$ cat src/rtl/muldiv_unit_if.sv
// EX-stage bus between the pipeline and muldiv_unit: decode fields, operands,
// flush, and the stall/done/result/HI/LO return path.
interface muldiv_unit_if #(parameter int WIDTH = 32);
   logic             valid_i;
   logic [5:0]       op;
   logic [5:0]       funct;
   logic [WIDTH-1:0] a;
   logic [WIDTH-1:0] b;
   logic             flush;
   logic             stall_o;
   logic             done_o;
   logic [WIDTH-1:0] result_o;
   logic [WIDTH-1:0] hi_o;
   logic [WIDTH-1:0] lo_o;

   modport master (output valid_i, op, funct, a, b, flush,
                   input  stall_o, done_o, result_o, hi_o, lo_o);
   modport slave  (input  valid_i, op, funct, a, b, flush,
                   output stall_o, done_o, result_o, hi_o, lo_o);
endinterface

$ cat src/rtl/muldiv_unit.sv
// Iterative MIPS multiply/divide unit holding HI/LO; shift-add multiply, restoring divide.
// Optional MULDIV_FAST_MUL_EN: MULT/MULTU use a single-cycle multiplier and skip RUN.
module muldiv_unit #(
   parameter int WIDTH = 32
) (
   input  logic         clk,
   input  logic         rst,
   muldiv_unit_if.slave bus
);
   localparam int CW = (WIDTH > 1) ? $clog2(WIDTH) : 1;
   localparam logic [CW-1:0] LAST = CW'(WIDTH - 1);

   typedef enum logic [1:0] {IDLE, RUN, FIX} state_t;

   state_t           state_q, state_d;
   logic [CW-1:0]    count_q, count_d;
   logic [WIDTH-1:0] hi_q, hi_d, lo_q, lo_d;
   logic [WIDTH-1:0] hacc_q, hacc_d, lacc_q, lacc_d, opnd_q, opnd_d;
   logic             is_div_q, is_div_d, neg_lo_q, neg_lo_d, neg_hi_q, neg_hi_d;

   logic is_special, is_mult, is_multu, is_div, is_divu;
   logic is_mfhi, is_mthi, is_mflo, is_mtlo, is_md, md_div, md_signed, issue;
   logic a_neg, b_neg;
   logic [WIDTH-1:0] mag_a, mag_b;

   assign is_special = (bus.op == 6'b000000);
   assign is_mult    = is_special && (bus.funct == 6'b011000);
   assign is_multu   = is_special && (bus.funct == 6'b011001);
   assign is_div     = is_special && (bus.funct == 6'b011010);
   assign is_divu    = is_special && (bus.funct == 6'b011011);
   assign is_mfhi    = is_special && (bus.funct == 6'b010000);
   assign is_mthi    = is_special && (bus.funct == 6'b010001);
   assign is_mflo    = is_special && (bus.funct == 6'b010010);
   assign is_mtlo    = is_special && (bus.funct == 6'b010011);
   assign is_md      = is_mult | is_multu | is_div | is_divu;
   assign md_div     = is_div | is_divu;
   assign md_signed  = is_mult | is_div;
   assign issue      = (state_q == IDLE) & bus.valid_i & is_md & ~bus.flush;

   // Signed ops run on magnitudes; the sign is restored in FIX.
   assign a_neg = md_signed & bus.a[WIDTH-1];
   assign b_neg = md_signed & bus.b[WIDTH-1];
   assign mag_a = a_neg ? -bus.a : bus.a;
   assign mag_b = b_neg ? -bus.b : bus.b;

   // Shift-add step: hacc:lacc is the partial product, multiplier bits in lacc.
   logic [WIDTH:0]   add_sum;
   logic [WIDTH-1:0] mul_hi, mul_lo;
   assign add_sum = {1'b0, hacc_q} + (lacc_q[0] ? {1'b0, opnd_q} : '0);
   assign mul_hi  = add_sum[WIDTH:1];
   assign mul_lo  = {add_sum[0], lacc_q[WIDTH-1:1]};

   // Restoring step: hacc is the remainder, lacc shifts dividend out / quotient in.
   logic [WIDTH:0]   rem_sh;
   logic [WIDTH-1:0] trial, div_hi, div_lo;
   logic             ge;
   assign rem_sh = {hacc_q, lacc_q[WIDTH-1]};
   assign ge     = (rem_sh >= {1'b0, opnd_q});
   assign trial  = rem_sh[WIDTH-1:0] - opnd_q;
   assign div_hi = ge ? trial : rem_sh[WIDTH-1:0];
   assign div_lo = {lacc_q[WIDTH-2:0], ge};

   logic [2*WIDTH-1:0] prod, prod_fix;
   assign prod     = {hacc_q, lacc_q};
   assign prod_fix = neg_lo_q ? -prod : prod;

`ifdef MULDIV_FAST_MUL_EN
   logic [2*WIDTH-1:0] fast_prod;
   assign fast_prod = {{WIDTH{1'b0}}, mag_a} * {{WIDTH{1'b0}}, mag_b};
`endif

   always_comb begin
      state_d  = state_q;
      count_d  = count_q;
      hi_d     = hi_q;
      lo_d     = lo_q;
      hacc_d   = hacc_q;
      lacc_d   = lacc_q;
      opnd_d   = opnd_q;
      is_div_d = is_div_q;
      neg_lo_d = neg_lo_q;
      neg_hi_d = neg_hi_q;
      if (bus.flush) begin
         state_d = IDLE;
      end else begin
         case (state_q)
            IDLE: begin
               if (issue) begin
                  count_d  = '0;
                  is_div_d = md_div;
                  opnd_d   = md_div ? mag_b : mag_a;
                  neg_hi_d = a_neg;
                  // Divide by zero keeps the all-ones quotient unsigned; remainder returns a.
                  neg_lo_d = (md_div && bus.b == '0) ? 1'b0 : (a_neg ^ b_neg);
`ifdef MULDIV_FAST_MUL_EN
                  if (!md_div) begin
                     {hacc_d, lacc_d} = fast_prod;
                     state_d          = FIX;
                  end else begin
                     hacc_d  = '0;
                     lacc_d  = mag_a;
                     state_d = RUN;
                  end
`else
                  hacc_d  = '0;
                  lacc_d  = md_div ? mag_a : mag_b;
                  state_d = RUN;
`endif
               end else if (bus.valid_i && is_mthi) begin
                  hi_d = bus.a;
               end else if (bus.valid_i && is_mtlo) begin
                  lo_d = bus.a;
               end
            end
            RUN: begin
               hacc_d  = is_div_q ? div_hi : mul_hi;
               lacc_d  = is_div_q ? div_lo : mul_lo;
               count_d = count_q + 1'b1;
               if (count_q == LAST) state_d = FIX;
            end
            FIX: begin
               if (is_div_q) begin
                  lo_d = neg_lo_q ? -lacc_q : lacc_q;
                  hi_d = neg_hi_q ? -hacc_q : hacc_q;
               end else begin
                  {hi_d, lo_d} = prod_fix;
               end
               state_d = IDLE;
            end
            default: state_d = IDLE;
         endcase
      end
   end

   always_ff @(posedge clk) begin
      if (rst) begin
         state_q  <= IDLE;
         count_q  <= '0;
         hi_q     <= '0;
         lo_q     <= '0;
         hacc_q   <= '0;
         lacc_q   <= '0;
         opnd_q   <= '0;
         is_div_q <= 1'b0;
         neg_lo_q <= 1'b0;
         neg_hi_q <= 1'b0;
      end else begin
         state_q  <= state_d;
         count_q  <= count_d;
         hi_q     <= hi_d;
         lo_q     <= lo_d;
         hacc_q   <= hacc_d;
         lacc_q   <= lacc_d;
         opnd_q   <= opnd_d;
         is_div_q <= is_div_d;
         neg_lo_q <= neg_lo_d;
         neg_hi_q <= neg_hi_d;
      end
   end

   assign bus.stall_o  = issue | (state_q == RUN);
   assign bus.done_o   = (state_q == FIX) & ~bus.flush;
   assign bus.result_o = is_mfhi ? hi_q : (is_mflo ? lo_q : '0);
   assign bus.hi_o     = hi_q;
   assign bus.lo_o     = lo_q;
endmodule

$ cat src/flat_wrapper.sv
// flat-port wrapper written by rule: the top's interface ports become plain ports
module muldiv_unit_flat 
#(
   parameter int WIDTH = 32
)
  (clk, rst, bus_valid_i, bus_op, bus_funct, bus_a, bus_b, bus_flush, bus_stall_o, bus_done_o, bus_result_o, bus_hi_o, bus_lo_o);
  muldiv_unit_if #(.WIDTH(WIDTH)) bus_i ();
  input  logic clk;
  input  logic rst;
  input wire logic [$bits(bus_i.valid_i)-1:0] bus_valid_i;
  input wire logic [$bits(bus_i.op)-1:0] bus_op;
  input wire logic [$bits(bus_i.funct)-1:0] bus_funct;
  input wire logic [$bits(bus_i.a)-1:0] bus_a;
  input wire logic [$bits(bus_i.b)-1:0] bus_b;
  input wire logic [$bits(bus_i.flush)-1:0] bus_flush;
  output wire logic [$bits(bus_i.stall_o)-1:0] bus_stall_o;
  output wire logic [$bits(bus_i.done_o)-1:0] bus_done_o;
  output wire logic [$bits(bus_i.result_o)-1:0] bus_result_o;
  output wire logic [$bits(bus_i.hi_o)-1:0] bus_hi_o;
  output wire logic [$bits(bus_i.lo_o)-1:0] bus_lo_o;
  assign bus_i.valid_i = bus_valid_i;
  assign bus_i.op = bus_op;
  assign bus_i.funct = bus_funct;
  assign bus_i.a = bus_a;
  assign bus_i.b = bus_b;
  assign bus_i.flush = bus_flush;
  assign bus_stall_o = bus_i.stall_o;
  assign bus_done_o = bus_i.done_o;
  assign bus_result_o = bus_i.result_o;
  assign bus_hi_o = bus_i.hi_o;
  assign bus_lo_o = bus_i.lo_o;
  muldiv_unit #(.WIDTH(WIDTH)) u_core (.clk(clk), .rst(rst), .bus(bus_i));
endmodule
$ cat config.mk
export PLATFORM = sky130hd
export DESIGN_NAME = muldiv_unit_flat
export DESIGN_NICKNAME = d
export VERILOG_FILES = /design/src/rtl/muldiv_unit_if.sv /design/src/rtl/muldiv_unit.sv /design/src/flat_wrapper.sv
export SDC_FILE = /design/constraint.sdc
export NUM_CORES = 1
export LEC_CHECK = 0
export BUFFER_PORTS_ARGS = -buffer_cell sky130_fd_sc_hd__buf_2
export CAP_MARGIN = 30
export CORE_UTILIZATION = 40
export CTS_BUF_LIST = sky130_fd_sc_hd__clkbuf_2 sky130_fd_sc_hd__clkbuf_4 sky130_fd_sc_hd__clkbuf_8
export DETAILED_ROUTE_END_ITERATION = 12
export HOLD_SLACK_MARGIN = 0.1
export PLACE_DENSITY = 0.64
export SLEW_MARGIN = 20
export SYNTH_ARGS = -nofsm -noshare
export SYNTH_HDL_FRONTEND = slang
export SYNTH_SLANG_ARGS = --single-unit
$ cat constraint.sdc
create_clock -name clk -period 7.3 [get_ports clk]
set_clock_uncertainty 0.1 [all_clocks]
set_input_delay 0.365 -clock clk [delete_from_list [all_inputs] [get_ports clk]]
set_output_delay 0.365 -clock clk [all_outputs]
set_load 0.02 [all_outputs]
==> key figures <==
Setup path
  • Crit-path max FO: 5
  • Crit path largest cell delay: 0.62 ns
  • Worst setup SP type: flop
  • Critical path type: flop to flop
  • CP bufs+invs: 2
  • Crit path cell chain: inv_1, ha_1, inv_1, fa_1, a21o_1, a22oi_1, a21oi_1, a2111oi_2, o31ai_1, a2111oi_2, xnor2_1, mux2i_1, o21ai_1
  • Largest delay contributor family on the critical path: compound AO/OA/AOI/OAI gates
  • Critical Path Sink Type: flop
  • Worst path required time: 7.55 ns
  • CP arrival: 4.16 ns
  • Critical path's slowest cell: a2111oi_2

Global route
  • Gr usage total: 0.296
  • Maximum number of pins on one net before global-route repair: 74
  • Vias in the first global route: 14,600
  • First-pass GRT wire length: 86,200 µm
  • Initial antenna violation count: 1
  • GR Overflow Total: 0

Placement
  • Port Buffer Count: 177
  • DP HPWL: 45,000 µm
  • Inst Count DP: 2,608
  • RD Place Congestion: 0.968

Cells and area
  • Finished Layout Cells: 2,648
  • Final net count: 2,317
  • Area Overhead vs Synth: 10.6%
  • Core Util, Final: 0.449
  • Filler cells: 3,850
  • Layout cells sized above 1: 0.124

Clock tree
  • Clk Latency, worst-skew pair: 0.49 ns
  • # clock sinks: 170
  • CTS Buf Count: 17
  • Post-CTS Resized: 0
  • Worst-path clk slew: 0.11 ns
  • Htree depth: 4
  • Setup Fix Bufs, Post-CTS: 0
  • CTS Buffer Depth: 2
  • CTS hold repair buffers: 1
  • CTS tree: done
  • Clock Tree Root: clkbuf_8

Synthesis
  • Post-synthesis xor/xnor area fraction: 0.103
  • Synth Area in Compound Gates: 0.260
  • Sequential share of the synthesized area: 0.229
  • Yosys top cell by area: dfxtp_1
  • Ys async rst share: 0
  • Mapped Avg Cell Area: 7.13 µm²
  • Cells after Synth: 2,085
  • Yosys reg bits: 170
  • Multiplexer share of the synthesized area: 0.0587
  • Mapped Area: 14,900 µm²
  • Syn_nets: 2,237
  • EDFF count, synth: 0
  • Commonest register cell after synthesis: dfxtp_1
  • Largest family of logic cells by synthesized area: compound AO/OA/AOI/OAI gates
  • Top cell types by occurrence after synthesis: nor2_1, nand2_1, a21oi_1
  • Netlist cell types: 74
  • Adder-Cell Fraction of Synth Area: 0.0616
  • Post-synth top area share: 0.229
  • Cell with the most instances after synthesis: nor2_1
  • Synth top area cells: dfxtp_1, nor2_1, a21oi_1
  • Simple-gate portion of the synthesized area: 0.234
  • Yosys warns: 0

Status
  • Run status: complete, no violations

Floorplanning
  • # IOs: 178
  • Full die area: 37,900 µm²
  • Die Width: 195 µm
  • Cell row count: 70
  • Die height: 195 µm
  • Starting density of the core: 0.406
  • Core ar.: 36,600 µm²

Detailed routing
  • Total number of vias: 16,000
  • DR pass1 iterations: 7
  • DR vias/cell: 6.04
  • Wirelength per Cell: 21.8 µm
  • Initial drt markers: 1,495
  • Post-route DRC: 0
  • Antenna viol nets, final: 0
  • WL final: 57,800 µm

STA
  • Minimum clock period: 3.91 ns
  • # setup viols final: 0
  • FMAX: 256 MHz
  • Setup TNS: 0 ns
  • Worst Tran Pin Value: 0.851 ns
  • Worst relative slew slack: 0.432
  • Unrepaired setup endpoints after global routing: false
  • Min Hold Slack: 0.123 ns
  • Slew Limit Fails: 0
  • Tcrit/Tclk final: 0.535
  • Final hold violation count: 0

Power and ir drop
  • Static leakage: 6.84 nW
  • Power Total: 1.75 mW
  • Worst VDD drop: 102 µV
  • Power per standard cell area: 106 nW/µm²

Job
  • Maxcap violations: 0

Hold path
  • Worst hold path type: primary input to flop
routing by layer:
| layer | vias up | share of wire | track usage |
|---|---|---|---|
| li1 | 7603 | - | - |
| met1 | 7544 | 0.44 | 0.406 |
| met2 | 739 | 0.43 | 0.455 |
| met3 | 104 | 0.090 | 0.0507 |
| met4 | 0 | 0.042 | 0.124 |
| met5 | - | 0 | 0 |
logic make-up (layout without fill, tap and decap cells):
group | count (synthesis) | count (layout)
fa+ha+maj | 72 | 72
xor+xnor | 175 | 175
flops | 170 | 170
buf+inv | 198 | 291
simple gates | 781 | 781
compound gates | 602 | 602
mux | 87 | 87
other cells | 0 | 2
cell type report:
class	instances	area, µm²	area share
diodes	2	5.00	0.000304
repair buffers	203	1140	0.0694
flip-flops and latches	170	3400	0.207
well taps	468	586	0.0356
clock buffers	18	248	0.0151
inverters	56	210	0.0128
multi-input cells	1717	10700	0.652
clock inverters	14	130	0.00792
worst register-to-register path: stages, from the launching register on:
cell,delay (ns)
dfxtp_1,0.41
inv_1,0.14
ha_1,0.21
inv_1,0.07
fa_1,0.40
a21o_1,0.21
a22oi_1,0.20
a21oi_1,0.20
a2111oi_2,0.58
o31ai_1,0.26
a2111oi_2,0.62
xnor2_1,0.15
mux2i_1,0.16
o21ai_1,0.07
cell usage in the layout, fill, tap and decap left out, drive strengths merged, types with 13 or more instances in the layout:
cell type  instances
nor4              15
or4               14
dfxtp            170
xor2              85
nor2b             13
clkbuf            18
a211oi            54
and3              13
nand2b            19
mux2i             85
buf              202
o41ai             15
nor2             306
nor3              48
a21o              30
o31ai             23
o21ai            111
o211ai            30
inv               63
a31oi             19
or3               18
a21oi            200
o22ai             14
a311oi            24
nand2            258
xnor2             90
nand4             14
ha                70
nand3             36
path summary, 6_finish.rpt:
check / start / to / slack, ns / cells past startpoint
setup / recovery: u_core.lacc_q[31] / u_core.hacc_q[28] / 3.39 / 13
hold / removal: bus_a[25] / u_core.bus.hi_o[25] / 0.12 / 3
setup reg to reg: u_core.lacc_q[31] / u_core.hacc_q[28] / 3.39 / 13
hold reg to reg: u_core.opnd_q[4] / u_core.opnd_q[4] / 0.36 / 2
power breakdown:
part	internal, mW	switching, mW	leakage, nW
clock	0.259	0.423	0.185
sequential	0.927	0.000218	1.37
combinational	0.0447	0.0952	5.28
total	1.23	0.518	6.84
metrics by stage:
step                instance area (µm²)  setup slack, ns
floorplan                         14900             4.05
global placement                  15900             3.30
detailed placement                16000             3.45
CTS                               16400             3.43
global route                      16400             3.16
finish                            16400             3.39
state kept, by name, summed over array words and instances (netlist names):
| register | count |
|---|---|
| u_core.neg_lo_q | 1 |
| u_core.opnd_q | 32 |
| u_core.count_q | 5 |
| u_core.bus.lo_o | 32 |
| u_core.state_q | 2 |
| u_core.bus.hi_o | 32 |
| u_core.is_div_q | 1 |
| u_core.hacc_q | 32 |
| u_core.lacc_q | 32 |
| u_core.neg_hi_q | 1 |
(Power assumes the default switching activity.)
